**src/rtl/clock_select_ctrl_m_if.sv**
```systemverilog
// CPU access/speed-request and clock-switch status/control signals for clock_select_ctrl_m.
// The slave modport is the controller's view; the master modport is the CPU decoder plus switch side.
interface clock_select_ctrl_m_if;
  logic       access_valid_ip;
  logic       access_slow_ip;
  logic       force_slow_ip;
  logic       selected_hs_ip;
  logic       selected_ls_ip;
  logic       select_hs_op;
  logic       hold_op;
  logic [1:0] state_op;
  logic       timeout_op;

  modport slave (
    input  access_valid_ip,
    input  access_slow_ip,
    input  force_slow_ip,
    input  selected_hs_ip,
    input  selected_ls_ip,
    output select_hs_op,
    output hold_op,
    output state_op,
    output timeout_op
  );

  modport master (
    output access_valid_ip,
    output access_slow_ip,
    output force_slow_ip,
    output selected_hs_ip,
    output selected_ls_ip,
    input  select_hs_op,
    input  hold_op,
    input  state_op,
    input  timeout_op
  );
endinterface

```
**src/rtl/clock_select_ctrl_m.sv**
```systemverilog
// Fast-domain controller choosing high/low-speed CPU clock: drives the glitch-free switch select,
// stalls the CPU across each switchover and lingers in slow mode to avoid thrashing.
module clock_select_ctrl_m #(
  parameter int unsigned SYNC_STAGES    = 2,
  parameter int unsigned LINGER_CYCLES  = 8,
  parameter int unsigned TIMEOUT_CYCLES = 255
) (
  input logic                  ck_ip,
  input logic                  rst_ip,
  clock_select_ctrl_m_if.slave bus
);

  localparam int unsigned CNT_W = 8;

  typedef enum logic [1:0] {
    ST_FAST    = 2'd0,
    ST_GO_SLOW = 2'd1,
    ST_SLOW    = 2'd2,
    ST_GO_FAST = 2'd3
  } state_t;

  logic [SYNC_STAGES-1:0] hs_sync;
  logic [SYNC_STAGES-1:0] ls_sync;
  logic                   hs_s;
  logic                   ls_s;
  logic                   slow_req;
  logic                   hs_done;
  logic                   ls_done;
  logic                   in_handshake;

  state_t                 state;
  logic [CNT_W-1:0]       linger_cnt;
  logic [CNT_W-1:0]       tmo_cnt;
  logic                   pending_slow;
  logic                   select_hs;
  logic                   hold;
  logic                   timeout;

  // Switch status is asynchronous to ck_ip; only the synchronised copies are used.
  always_ff @(posedge ck_ip) begin
    if (rst_ip) begin
      hs_sync <= '0;
      ls_sync <= '0;
    end else begin
      hs_sync <= {hs_sync[SYNC_STAGES-2:0], bus.selected_hs_ip};
      ls_sync <= {ls_sync[SYNC_STAGES-2:0], bus.selected_ls_ip};
    end
  end

  assign hs_s         = hs_sync[SYNC_STAGES-1];
  assign ls_s         = ls_sync[SYNC_STAGES-1];
  assign slow_req     = (bus.access_valid_ip & bus.access_slow_ip) | bus.force_slow_ip;
  // A handshake is complete only when exactly one status bit is asserted.
  assign hs_done      = hs_s & ~ls_s;
  assign ls_done      = ls_s & ~hs_s;
  assign in_handshake = (state == ST_GO_SLOW) || (state == ST_GO_FAST);

  // Controller FSM; select/hold are registered decodes of the current state (one cycle behind it).
  always_ff @(posedge ck_ip) begin
    if (rst_ip) begin
      state        <= ST_SLOW;
      linger_cnt   <= CNT_W'(LINGER_CYCLES);
      tmo_cnt      <= '0;
      pending_slow <= 1'b0;
      select_hs    <= 1'b0;
      hold         <= 1'b0;
      timeout      <= 1'b0;
    end else begin
      select_hs <= (state == ST_FAST) || (state == ST_GO_FAST);
      hold      <= in_handshake;

      // Saturating handshake timer; entry into a handshake state clears it below.
      if (in_handshake) begin
        if (tmo_cnt != '1) begin
          tmo_cnt <= tmo_cnt + CNT_W'(1);
        end
        if (tmo_cnt == CNT_W'(TIMEOUT_CYCLES - 1)) begin
          timeout <= 1'b1;
        end
      end

      case (state)
        ST_FAST: begin
          if (slow_req) begin
            state   <= ST_GO_SLOW;
            tmo_cnt <= '0;
          end
        end

        ST_GO_SLOW: begin
          if (ls_done) begin
            state      <= ST_SLOW;
            linger_cnt <= CNT_W'(LINGER_CYCLES);
          end
        end

        ST_SLOW: begin
          if (slow_req) begin
            linger_cnt <= CNT_W'(LINGER_CYCLES);
          end else begin
            if (linger_cnt != '0) begin
              linger_cnt <= linger_cnt - CNT_W'(1);
            end
            // Leave on the edge where the count reaches zero.
            if (linger_cnt <= CNT_W'(1)) begin
              state   <= ST_GO_FAST;
              tmo_cnt <= '0;
            end
          end
        end

        ST_GO_FAST: begin
          if (hs_done) begin
            pending_slow <= 1'b0;
            if (pending_slow || slow_req) begin
              state   <= ST_GO_SLOW;
              tmo_cnt <= '0;
            end else begin
              state <= ST_FAST;
            end
          end else if (slow_req) begin
            pending_slow <= 1'b1;
          end
        end

        default: state <= ST_SLOW;
      endcase
    end
  end

  assign bus.select_hs_op = select_hs;
  assign bus.hold_op      = hold;
  assign bus.state_op     = state;
  assign bus.timeout_op   = timeout;

endmodule

```
**src/flat_wrapper.sv**
```systemverilog
// flat-port wrapper written by rule: the top's interface ports become plain ports
module clock_select_ctrl_m_flat 
#(
  parameter int unsigned SYNC_STAGES    = 2,
  parameter int unsigned LINGER_CYCLES  = 8,
  parameter int unsigned TIMEOUT_CYCLES = 255
)
  (ck_ip, rst_ip, bus_access_valid_ip, bus_access_slow_ip, bus_force_slow_ip, bus_selected_hs_ip, bus_selected_ls_ip, bus_select_hs_op, bus_hold_op, bus_state_op, bus_timeout_op);
  clock_select_ctrl_m_if bus_i ();
  input logic ck_ip;
  input logic rst_ip;
  input wire logic [$bits(bus_i.access_valid_ip)-1:0] bus_access_valid_ip;
  input wire logic [$bits(bus_i.access_slow_ip)-1:0] bus_access_slow_ip;
  input wire logic [$bits(bus_i.force_slow_ip)-1:0] bus_force_slow_ip;
  input wire logic [$bits(bus_i.selected_hs_ip)-1:0] bus_selected_hs_ip;
  input wire logic [$bits(bus_i.selected_ls_ip)-1:0] bus_selected_ls_ip;
  output wire logic [$bits(bus_i.select_hs_op)-1:0] bus_select_hs_op;
  output wire logic [$bits(bus_i.hold_op)-1:0] bus_hold_op;
  output wire logic [$bits(bus_i.state_op)-1:0] bus_state_op;
  output wire logic [$bits(bus_i.timeout_op)-1:0] bus_timeout_op;
  assign bus_i.access_valid_ip = bus_access_valid_ip;
  assign bus_i.access_slow_ip = bus_access_slow_ip;
  assign bus_i.force_slow_ip = bus_force_slow_ip;
  assign bus_i.selected_hs_ip = bus_selected_hs_ip;
  assign bus_i.selected_ls_ip = bus_selected_ls_ip;
  assign bus_select_hs_op = bus_i.select_hs_op;
  assign bus_hold_op = bus_i.hold_op;
  assign bus_state_op = bus_i.state_op;
  assign bus_timeout_op = bus_i.timeout_op;
  clock_select_ctrl_m #(.SYNC_STAGES(SYNC_STAGES), .LINGER_CYCLES(LINGER_CYCLES), .TIMEOUT_CYCLES(TIMEOUT_CYCLES)) u_core (.ck_ip(ck_ip), .rst_ip(rst_ip), .bus(bus_i));
endmodule
```
**config.mk**
```make
export PLATFORM = sky130hd
export DESIGN_NAME = clock_select_ctrl_m_flat
export DESIGN_NICKNAME = d
export VERILOG_FILES = /design/src/rtl/clock_select_ctrl_m_if.sv /design/src/rtl/clock_select_ctrl_m.sv /design/src/flat_wrapper.sv
export SDC_FILE = /design/constraint.sdc
export NUM_CORES = 1
export LEC_CHECK = 0
export CAP_MARGIN = 15
export CORE_MARGIN = 2
export CORE_UTILIZATION = 55
export CTS_BUF_LIST = sky130_fd_sc_hd__clkbuf_4 sky130_fd_sc_hd__clkbuf_8 sky130_fd_sc_hd__clkbuf_16
export DETAILED_ROUTE_END_ITERATION = 7
export HOLD_SLACK_MARGIN = 0.15
export PLACE_DENSITY = 0.76
export SYNTH_ARGS = -nofsm -noshare
export SYNTH_HDL_FRONTEND = slang
export SYNTH_SLANG_ARGS = --single-unit
```
**constraint.sdc**
```tcl
create_clock -name ck_ip -period 5.35 [get_ports ck_ip]
set_input_delay 1.07 -clock ck_ip [delete_from_list [all_inputs] [get_ports ck_ip]]
set_output_delay 1.07 -clock ck_ip [all_outputs]
set_load 0.005 [all_outputs]
```
==> results.sh <==
export IMPL_run_status="finished, final reports clean"
export IMPL_ctsHoldBuffers=0
export IMPL_power_per_cell_area_nw_per_um2=364.0
export IMPL_total_leakage_power_nw=0.5566
export IMPL_route_detailed_wl_per_inst_um=14.63
export IMPL_tightest_hold_check_type="reg2reg"
export IMPL_cap_violations=0
export IMPL_worst_setup_path_end_kind="flop"
export IMPL_sequentialPowerShare_pct=43.4
export IMPL_syn_instance_count=162
export IMPL_cts_root_buf="clkbuf_4"
export IMPL_cts_post_setup_buffers_inserted=0
export IMPL_holdWs_ps=457.5
export IMPL_capture_endpoint_of_the_worst_hold_path="u_core.ls_sync[1]$_SDFF_PP0_"
export IMPL_max_slew_margin_pct=47.79
export IMPL_worst_r2r_path_depth=6
export IMPL_clock_path_buffers=2
export IMPL_internal_power_mw=0.3489
export IMPL_layout_area_overhead_vs_synth_pct=10.35
export IMPL_timing_final_setup_violations=0
export IMPL_ios=12
export IMPL_instance_area_after_placement_um2=1538
export IMPL_final_common_cell="dfxtp_1"
export IMPL_placement_io_buffers=11
export IMPL_initial_utilization_pct=57.59
export IMPL_timing_critical_path_required_ps=5590
export IMPL_report_final_hold_viol_count=0
export IMPL_clkSlewWorstSetupHoldPaths_ps=140
export IMPL_fmaxAchievable_mhz=366.9
export IMPL_antenna_cells_inserted=0
export IMPL_timing_final_crit_period_ps=2725
export IMPL_synth_yosys_seq_area_share_pct=36.81
export IMPL_timing_final_crit_share_pct=50.94
export IMPL_cts_repair_resize_count=0
export IMPL_highest_count_cells_in_the_layout_ignoring_fill_and_taps="dfxtp_1 (26), nor2_1 (18), inv_1 (11), clkdlybuf4s50_1 (11), ha_1 (10)"
export IMPL_ys_async_sr_fraction_pct=0
export IMPL_synth_yosys_warnings=0
export IMPL_cts_num_sinks=26
export IMPL_grt_antenna_before_repair=0
export IMPL_post_route_cell_area_um2=1560
export IMPL_grt_max_degree=23
export IMPL_comb_power_share_pct=42.1
export IMPL_worst_clock_skew_ps=9.394
export IMPL_placeableCoreArea_um2=2455
export IMPL_hold_start="u_core.ls_sync[0]$_SDFF_PP0_"
export IMPL_htree_num_levels=1
export IMPL_power_switching_mw=0.2191
export IMPL_syn_cell_area_um2=1414
export IMPL_tritoncts="done"
export IMPL_detail_route_iter0_violations=22
export IMPL_source_of_the_worst_register_to_register_timing_path="u_core.bus.state_op[1]$_SDFFE_PP1P_"
export IMPL_floorplan_die_height_um=54.70
export IMPL_synth_top_flop_cell="dfxtp_1"
export IMPL_rows=18
export IMPL_die_x_um=54.70
export IMPL_worstSetupPathType="in2reg"
export IMPL_total_of_flip_flops_plus_latches_after_synthesis=26
export IMPL_setup_repair_after_global_routing_missed_its_margin="no"
export IMPL_syn_nets=179
export IMPL_totalPowerFinal_mw=0.5679
export IMPL_avgViaCountPerCell=6.252
export IMPL_grt_first_pass_wirelength_um=4698
export IMPL_routed_wirelength_um=2955
export IMPL_tightestPinTransition_ps=780.7
export IMPL_slew_viol_final=0
export IMPL_crit_arrival_ps=2970
export IMPL_cts_made_buffers=3
export IMPL_grt_pass1_vias=1123
export IMPL_hold_path_cell_count=1
export IMPL_dp_hpwl_um=2209
export IMPL_dr_pass1_iters=5
export IMPL_layout_nets=191
export IMPL_largest_vdd_supply_drop_mv=0.1982
export IMPL_num_vias=1263
export IMPL_insertion_delay_ps=320
export IMPL_synth_avg_cell_area_um2=8.728
export IMPL_number_of_synthesized_flops_with_an_enable_pin=0
export IMPL_synth_cell_types=48
export IMPL_setup_reg_to_reg_worst_slack_ps=3270
export IMPL_share_clk_of_total_power_pct=14.5
export IMPL_globalRouteTotalUtil_pct=21.70
export IMPL_power_switching_fraction_pct=38.57
export IMPL_timing_setup_tns_ps=0
export IMPL_crit_fanout=8
export IMPL_gr_total_overflow=0
export IMPL_antenna_violating_nets_left=0
export IMPL_fp_dieArea_um2=2992
export IMPL_remaining_drc_errors=0
export IMPL_reg2reg_capture_point="u_core.linger_cnt[5]$_SDFFE_PP0P_"
export IMPL_worstSetupStartpointType="primary input"
export IMPL_gp_congestion=0.8630
export IMPL_final_layout_size_suffix_gt1_share_pct=6.395
==> final cells by class <==
cell class | count | area, µm²
Tap cell | 30 | 37.54
Clock buffer | 3 | 22.52
Fill cell | 225 | 894.6
Sequential cell | 26 | 520.5
Inverter | 11 | 41.29
Multi-Input combinational cell | 121 | 828.3
Timing Repair Buffer | 11 | 110.1
==> Yosys cell counts (3+ instances only) <==
master / instances / share of area, %
dfxtp_1: 26 / 37
nor2_1: 18 / 4.8
inv_1: 11 / 2.9
ha_1: 10 / 8.8
a21oi_1: 9 / 3.2
nand2_1: 8 / 2.1
nand3_1: 8 / 2.8
a31oi_1: 6 / 2.7
nand2b_1: 5 / 2.2
nor2b_1: 5 / 2.2
nand4_1: 4 / 1.8
nor3_1: 4 / 1.4
o21ai_0: 4 / 1.4
a211oi_1: 3 / 1.6
mux2i_1: 3 / 2.1
==> logic make-up (layout without fill, tap and decap cells) <==
kind of cell / count (synthesis) / after routing / synth area share (%)
mux: 3 / 3 / 2.124
xor+xnor: 3 / 3 / 1.859
flops: 26 / 26 / 36.81
buf+inv: 15 / 25 / 4.602
simple gates: 65 / 65 / 24.60
compound gates: 40 / 40 / 21.15
fa+ha+maj: 10 / 10 / 8.850
==> routing by layer <==
metal / vias up / wire length, µm / track usage, %
met1: 600 / 1337 / 26.76
met3: 6 / 146 / 2.732
li1: 610 / - / -
met4: 0 / 51 / 8.750
met5: - / 0 / 0
met2: 47 / 1421 / 37.70
==> through the flow <==
step                      setup WS [ps]  instances  util (%)
after floorplan                    3003        162         -
after CTS                          2652        202     63.56
after global routing               2509        202     63.56
after global placement             2424        199     62.64
after detailed placement           2327        199     62.64
final                              2625        202     63.56
==> critical path: stages <==
cell             delay [ps]
clkdlybuf4s50_1         420
a21oi_1                 500
nand2_1                 200
or4_2                   640
a31oi_1                 150
==> power by group through the flow <==
stage | Sequential, mW | Combinational, mW | Clock, mW
3_3_place_gp | 0.248 | 0.225 | 0
3_5_place_dp | 0.251 | 0.234 | 0
6_report | 0.247 | 0.239 | 0.0822
2_1_floorplan | 0.244 | 0.180 | 0
5_1_grt | 0.250 | 0.268 | 0.0886
4_1_cts | 0.246 | 0.236 | 0.0835
==> how the worst max path moves through the flow <==
stage	from	endpoint	slack, ps	cells after the start
2_1_floorplan	bus_access_valid_ip	u_core.linger_cnt[5]$_SDFFE_PP0P_	3000	4
5_1_grt	bus_access_valid_ip	u_core.linger_cnt[5]$_SDFFE_PP0P_	2510	5
6_report	bus_access_valid_ip	u_core.linger_cnt[5]$_SDFFE_PP0P_	2620	5
4_1_cts	bus_access_valid_ip	u_core.linger_cnt[5]$_SDFFE_PP0P_	2650	5
3_5_place_dp	bus_access_valid_ip	u_core.linger_cnt[5]$_SDFFE_PP0P_	2330	5
3_3_place_gp	bus_access_valid_ip	u_core.linger_cnt[5]$_SDFFE_PP0P_	2420	5
==> state kept, by name, indices dropped and copies added (netlist names) <==
register and flops:
u_core.bus.state_op 2, u_core.pending_slow 1, u_core.tmo_cnt 8, u_core.bus.select_hs_op 1
u_core.linger_cnt 8, u_core.bus.timeout_op 1, u_core.bus.hold_op 1, u_core.ls_sync 2
u_core.hs_sync 2
No activity file was read; power rests on OpenSTA's default activity.
